<file path="src/rtl/intr_pkg.sv">
// intr_pkg -- shared definitions for the interrupt controller.
//   State encoding for the request FSM (legacy-compatible localparams) and
//   the default I/O port addresses used by intr_ctrl.
package intr_pkg;

   // Request FSM state encoding
   typedef logic [1:0] state_t;
   localparam state_t ST_IDLE    = 2'd0;
   localparam state_t ST_ASSERT  = 2'd1;
   localparam state_t ST_SERVICE = 2'd2;

   // Default IN/OUT port addresses
   localparam logic [7:0] MASK_PORT_DEF = 8'h30;
   localparam logic [7:0] CLR_PORT_DEF  = 8'h31;
   localparam logic [7:0] STAT_PORT_DEF = 8'h32;
   localparam logic [7:0] ID_PORT_DEF   = 8'h33;

endpackage

</file>
<file path="src/rtl/irq_sync_edge.sv">
// irq_sync_edge -- one request line: 2-flop synchronizer plus history flop
// and rising-edge detector.
//   clk     : system clock
//   reset_n : synchronous active-low reset (clears all three flops)
//   src     : raw asynchronous request line
//   rise    : one-cycle pulse when the synchronized line goes 0 -> 1
// Because the history flop resets to 0, a line already high when reset is
// released is reported as a rising edge.
module irq_sync_edge (
   input  logic clk,
   input  logic reset_n,
   input  logic src,
   output logic rise
);

   logic s1, s2, s3;

   // NOTE: sequential state uses non-blocking assignments so every flop
   // samples the pre-edge value of its neighbour, forming a real shift chain.
   always_ff @(posedge clk) begin
      if (!reset_n) begin
         s1 <= 1'b0;
         s2 <= 1'b0;
         s3 <= 1'b0;
      end else begin
         s1 <= src;
         s2 <= s1;
         s3 <= s2;
      end
   end

   assign rise = s2 & ~s3;

endmodule

</file>
<file path="src/rtl/intr_ctrl.sv">
// intr_ctrl -- interrupt controller feeding the MCU control unit.
//   Latches rising edges of up to N_SRC request lines as pending bits and
//   issues a one-cycle 'interrupt' pulse when an enabled source is pending
//   and the CPU I-flag is set, then waits for the ISR to write CLR_PORT.
// Ports:
//   clk, reset_n : clock, synchronous active-low reset
//   irq_src      : raw asynchronous request lines (rising-edge events)
//   intr_en      : CPU I-flag
//   port_id      : I/O port address
//   out_data     : OUT write data
//   io_strb      : OUT write strobe (one cycle)
//   in_data      : IN read data, combinational from port_id, 0 on no match
//   in_sel       : port_id addresses one of MASK/STAT/ID ports
//   interrupt    : registered request pulse to the control unit
module intr_ctrl
   import intr_pkg::*;
#(
   parameter int         N_SRC     = 8,
   parameter logic [7:0] MASK_PORT = MASK_PORT_DEF,
   parameter logic [7:0] CLR_PORT  = CLR_PORT_DEF,
   parameter logic [7:0] STAT_PORT = STAT_PORT_DEF,
   parameter logic [7:0] ID_PORT   = ID_PORT_DEF
) (
   input  logic             clk,
   input  logic             reset_n,
   input  logic [N_SRC-1:0] irq_src,
   input  logic             intr_en,
   input  logic [7:0]       port_id,
   input  logic [7:0]       out_data,
   input  logic             io_strb,
   output logic [7:0]       in_data,
   output logic             in_sel,
   output logic             interrupt
);

   logic [N_SRC-1:0] rise;
   logic [N_SRC-1:0] pending;
   logic [N_SRC-1:0] mask;
   logic [N_SRC-1:0] clr_bits;
   logic             req;
   logic             ack;
   state_t           state, state_nxt;

   // Per-source synchronizer and edge detector
   for (genvar g = 0; g < N_SRC; g++) begin : g_src
      irq_sync_edge u_sync (
         .clk     (clk),
         .reset_n (reset_n),
         .src     (irq_src[g]),
         .rise    (rise[g])
      );
   end

   assign ack      = io_strb && (port_id == CLR_PORT);
   assign clr_bits = ack ? out_data[N_SRC-1:0] : '0;
   assign req      = (|(pending & mask)) & intr_en;

   // Pending/mask registers. A rise in the same cycle as a clear of that
   // bit wins, so an event arriving during the acknowledge is not lost.
   always_ff @(posedge clk) begin
      if (!reset_n) begin
         pending <= '0;
         mask    <= '0;
      end else begin
         pending <= (pending & ~clr_bits) | rise;
         if (io_strb && (port_id == MASK_PORT))
            mask <= out_data[N_SRC-1:0];
      end
   end

   // Request FSM: intr_en only gates leaving IDLE; ASSERT always moves on,
   // and SERVICE waits for any write to CLR_PORT.
   always_comb begin
      // NOTE: every combinational output gets a default first so no path
      // leaves it unassigned, which would otherwise infer a latch.
      state_nxt = state;
      case (state)
         ST_IDLE:    if (req) state_nxt = ST_ASSERT;
         ST_ASSERT:  state_nxt = ST_SERVICE;
         ST_SERVICE: if (ack) state_nxt = ST_IDLE;
         default:    state_nxt = ST_IDLE;
      endcase
   end

   // 'interrupt' is registered alongside the state so it is high exactly
   // while the FSM sits in ASSERT.
   always_ff @(posedge clk) begin
      if (!reset_n) begin
         state     <= ST_IDLE;
         interrupt <= 1'b0;
      end else begin
         state     <= state_nxt;
         interrupt <= (state_nxt == ST_ASSERT);
      end
   end

   // IN read mux with lowest-index priority encoder
   logic [7:0] mask8;
   logic [7:0] act8;
   logic [2:0] idx;
   logic       valid;

   always_comb begin
      mask8 = '0;
      act8  = '0;
      mask8[N_SRC-1:0] = mask;
      act8[N_SRC-1:0]  = pending & mask;
      valid = |act8;
      idx   = 3'd0;
      // Scan downwards so the lowest set index is the last one written.
      for (int i = 7; i >= 0; i--) begin
         if (act8[i]) idx = 3'(i);
      end

      in_sel  = 1'b0;
      in_data = 8'h00;
      if (port_id == MASK_PORT) begin
         in_sel  = 1'b1;
         in_data = mask8;
      end else if (port_id == STAT_PORT) begin
         in_sel  = 1'b1;
         in_data = act8;
      end else if (port_id == ID_PORT) begin
         in_sel  = 1'b1;
         in_data = {valid, 4'b0000, idx};
      end
   end

endmodule

</file>
<file path="config.mk">
export PLATFORM = sky130hd
export DESIGN_NAME = intr_ctrl
export DESIGN_NICKNAME = d
export VERILOG_FILES = /design/src/rtl/intr_pkg.sv /design/src/rtl/irq_sync_edge.sv /design/src/rtl/intr_ctrl.sv
export SDC_FILE = /design/constraint.sdc
export NUM_CORES = 1
export LEC_CHECK = 0
export CAP_MARGIN = 30
export CORE_MARGIN = 2
export CORE_UTILIZATION = 30
export CTS_CLUSTER_DIAMETER = 30
export DETAILED_ROUTE_END_ITERATION = 6
export MAX_ROUTING_LAYER = met4
export PLACE_DENSITY = 0.55
export SKIP_CTS_REPAIR_TIMING = 1
export SYNTH_ARGS = -nofsm -noshare
export SYNTH_HDL_FRONTEND = slang
export SYNTH_SLANG_ARGS = --single-unit
</file>
<file path="constraint.sdc">
create_clock -name clk -period 1.8 [get_ports clk]
set_input_delay 0.36 -clock clk [delete_from_list [all_inputs] [get_ports clk]]
set_output_delay 0.36 -clock clk [all_outputs]
set_load 0.03 [all_outputs]
</file>
==> results.py <==
metrics = {
    "synth": {
        "yosysTopAreaCellShare_pct": 52.0,
        "synth_edf_count": 0,
        "synthArstFlopShare_pct": 0,
        "synthFlopType": "dfxtp_1",
        "ys_ff_latch": 43,
        "synth.most_common_cell": "dfxtp_1",
        "synth_area_leaders": "dfxtp_1, and2_1, a32o_1",
        "synthTopCellsByCount": "dfxtp_1, nand2_1, and2_1",
        "avgSynthCellArea_um2": 9.46,
        "ys_seq_area_share_pct": 52.0,
        "syn_inst": 175,
        "syn_area_um2": 1660,
        "yosys_warnings": 0,
        "synth_top_area_cell": "dfxtp_1",
        "yosysUniqueCellTypes": 29,
        "synth_nets": 203,
    },
    "floorplan": {
        "start_util_pct": 30.6,
        "dieArea_um2": 6130,
        "core_area_um2": 5410,
        "die_h_um": 78.3,
        "die_w_um": 78.3,
        "floorplan.io_pins": 38,
        "rows": 27,
    },
    "sta": {
        "finalHoldViolCount": 0,
        "slew_headroom_pct": 77.5,
        "fin_crit_ps": 2030,
        "rsz0062_at_grt": "true",
        "worst-slew-pin-transition_ps": 335,
        "fmax_ghz": 0.493,
        "slew_viol_final": 0,
        "fin_crit_sh_pct": 113,
        "setup_viol": 4,
        "fin_worst_skew_ps": 3.55,
        "hold_ws_ps": 434,
        "fin_setup_tns_ps": -451,
        "setup_ws_ps": -229,
    },
    "grt": {
        "grt_start_max_net_pins": 43,
        "grt_overflow_total": 0,
        "grt_pass1_vias": 1231,
        "antenna_found_initial": 0,
        "grt_pass1_wl_um": 5700,
        "grt_use_total_pct": 12.6,
    },
    "worst_setup_path": {
        "max_stage_delay_ps": 420,
        "crit_slowest_cell": "or3_4",
        "critPathKind": "primary input to output port",
        "cp.required_ps": 1440,
        "end_kind": "output port",
        "cp-start-kind": "primary input",
        "path_max_fanout": 2,
        "crit_chain": "buf_6 > or2_4 > or2_4 > or3_4 > o22ai_4 > buf_6",
        "arrival_ps": 1670,
    },
    "finish": {
        "layout.cells.non_filler": 310,
        "final_util_pct": 45.8,
        "n_fill_cell": 539,
        "design_area_um2": 2470,
        "diodes": 0,
        "final_net_count": 265,
        "drive_gt1_share_pct": 30.3,
        "syn2layout_area_growth_pct": 49.5,
    },
    "cts": {
        "cts_root_buf": "clkbuf_8",
        "clockBufferDepth": 2,
        "worstSkewPairLatency_ps": 290,
        "clkSinkCount": 43,
        "cts_max_level": 2,
        "cts_tree": "done",
        "cts_buffers": 5,
        "clk_pin_slew_worst_paths_ps": 70,
    },
    "drt": {
        "wirelength_um": 3740,
        "drt_pre_antenna_iters": 4,
        "drt_iter0_markers": 64,
        "via_per_inst": 4.43,
        "wire_per_inst_um": 12.1,
        "drcViolationCount": 0,
        "antenna_left": 0,
        "vias": 1373,
    },
    "status": {
        "violations": "setup timing",
        "status": "complete, but fails checks",
    },
    "placement": {
        "place_area_um2": 2270,
        "port_buffers": 37,
        "dp.cells": 299,
        "dp_slack_ps": -553,
        "gp_congestion": 0.822,
        "dp_hpwl_um": 2620,
    },
    "pwr": {
        "power_mw": 1.82,
        "irDropWorstVdd_mv": 0.419,
        "p_leak_nw": 0.992,
        "powerDensity_nw_per_um2": 733,
    },
    "job": {
        "drv_cap": 0,
    },
    "min_path": {
        "hp-class": "flop to flop",
    },
}
-- critical path: cells and delay by family --
kind / cells / cell delay [ps]
AO/OA/AOI/OAI: 1 / 180
AND/OR/NAND/NOR: 3 / 890
buffers and inverters: 2 / 240
-- metal layers --
metal  share of wire [%]  track usage, %  vias up
met4                 1.3            4.21        0
li1                    -               -      730
met5                   0               -        -
met2                  47            19.8       35
met1                  46            14.9      602
met3                 6.1            4.48        6
-- path summary, 6_finish.rpt --
kind	from	end	slack, ps	depth (start not counted)
max	port_id[2]	in_data[1]	-230	6
min	g_src[2].u_sync.s1$_SDFF_PN0_	g_src[2].u_sync.s2$_SDFF_PN0_	430	1
max reg2reg	pending[4]$_SDFF_PN0_	interrupt$_SDFF_PN0_	690	4
min reg2reg	g_src[2].u_sync.s1$_SDFF_PN0_	g_src[2].u_sync.s2$_SDFF_PN0_	430	1
-- flip-flops by register name, summed over array words and instances (netlist names) --
register and flops:
g_src.u_sync.s2 8, mask 8, state 2, g_src.u_sync.s3 8
pending 8, interrupt 1, g_src.u_sync.s1 8
-- area by class of cell --
| cell class | instances | area (µm²) | share of cell area [%] |
|---|---|---|---|
| flip-flops and latches | 43 | 870 | 35.1 |
| well taps | 72 | 90.1 | 3.64 |
| multi-input cells | 115 | 813 | 32.9 |
| inverters | 11 | 41.3 | 1.67 |
| clock buffers | 8 | 100 | 4.04 |
| repair buffers | 61 | 561 | 22.6 |
-- cells in the final DEF, fill, tap and decap left out, types with 2 or more instances in the layout --
cell	n
dfxtp_1	36
buf_4	28
and2_1	24
nand2_1	23
clkdlybuf4s50_1	20
o21ai_0	14
inv_1	10
nand3_1	9
a32o_1	8
clkbuf_8	7
dfxtp_2	7
a21oi_1	4
dlymetal6s2s_1	4
buf_6	4
nor2_1	3
clkbuf_2	3
or2_4	2
a22oi_2	2
nand2_4	2
o22ai_4	2
o211ai_1	2
a32o_2	2
nor4_4	2
o31a_1	2
buf_12	2
-- cell families (layout without fill, tap and decap cells) --
group | Yosys count | count (layout) | share of synthesized area, %
flip-flops | 43 | 43 | 52.0
buffers and inverters | 17 | 80 | 3.93
AO/OA/AOI/OAI | 41 | 41 | 17.8
AND/OR/NAND/NOR | 74 | 74 | 26.3
-- power by group --
part / leakage [nW] / switching [mW] / internal, mW
registers: 0.355 / 0.0142 / 0.983
clock network: 0.0515 / 0.302 / 0.350
logic: 0.585 / 0.0630 / 0.103
No activity file was read; power rests on OpenSTA's default activity.
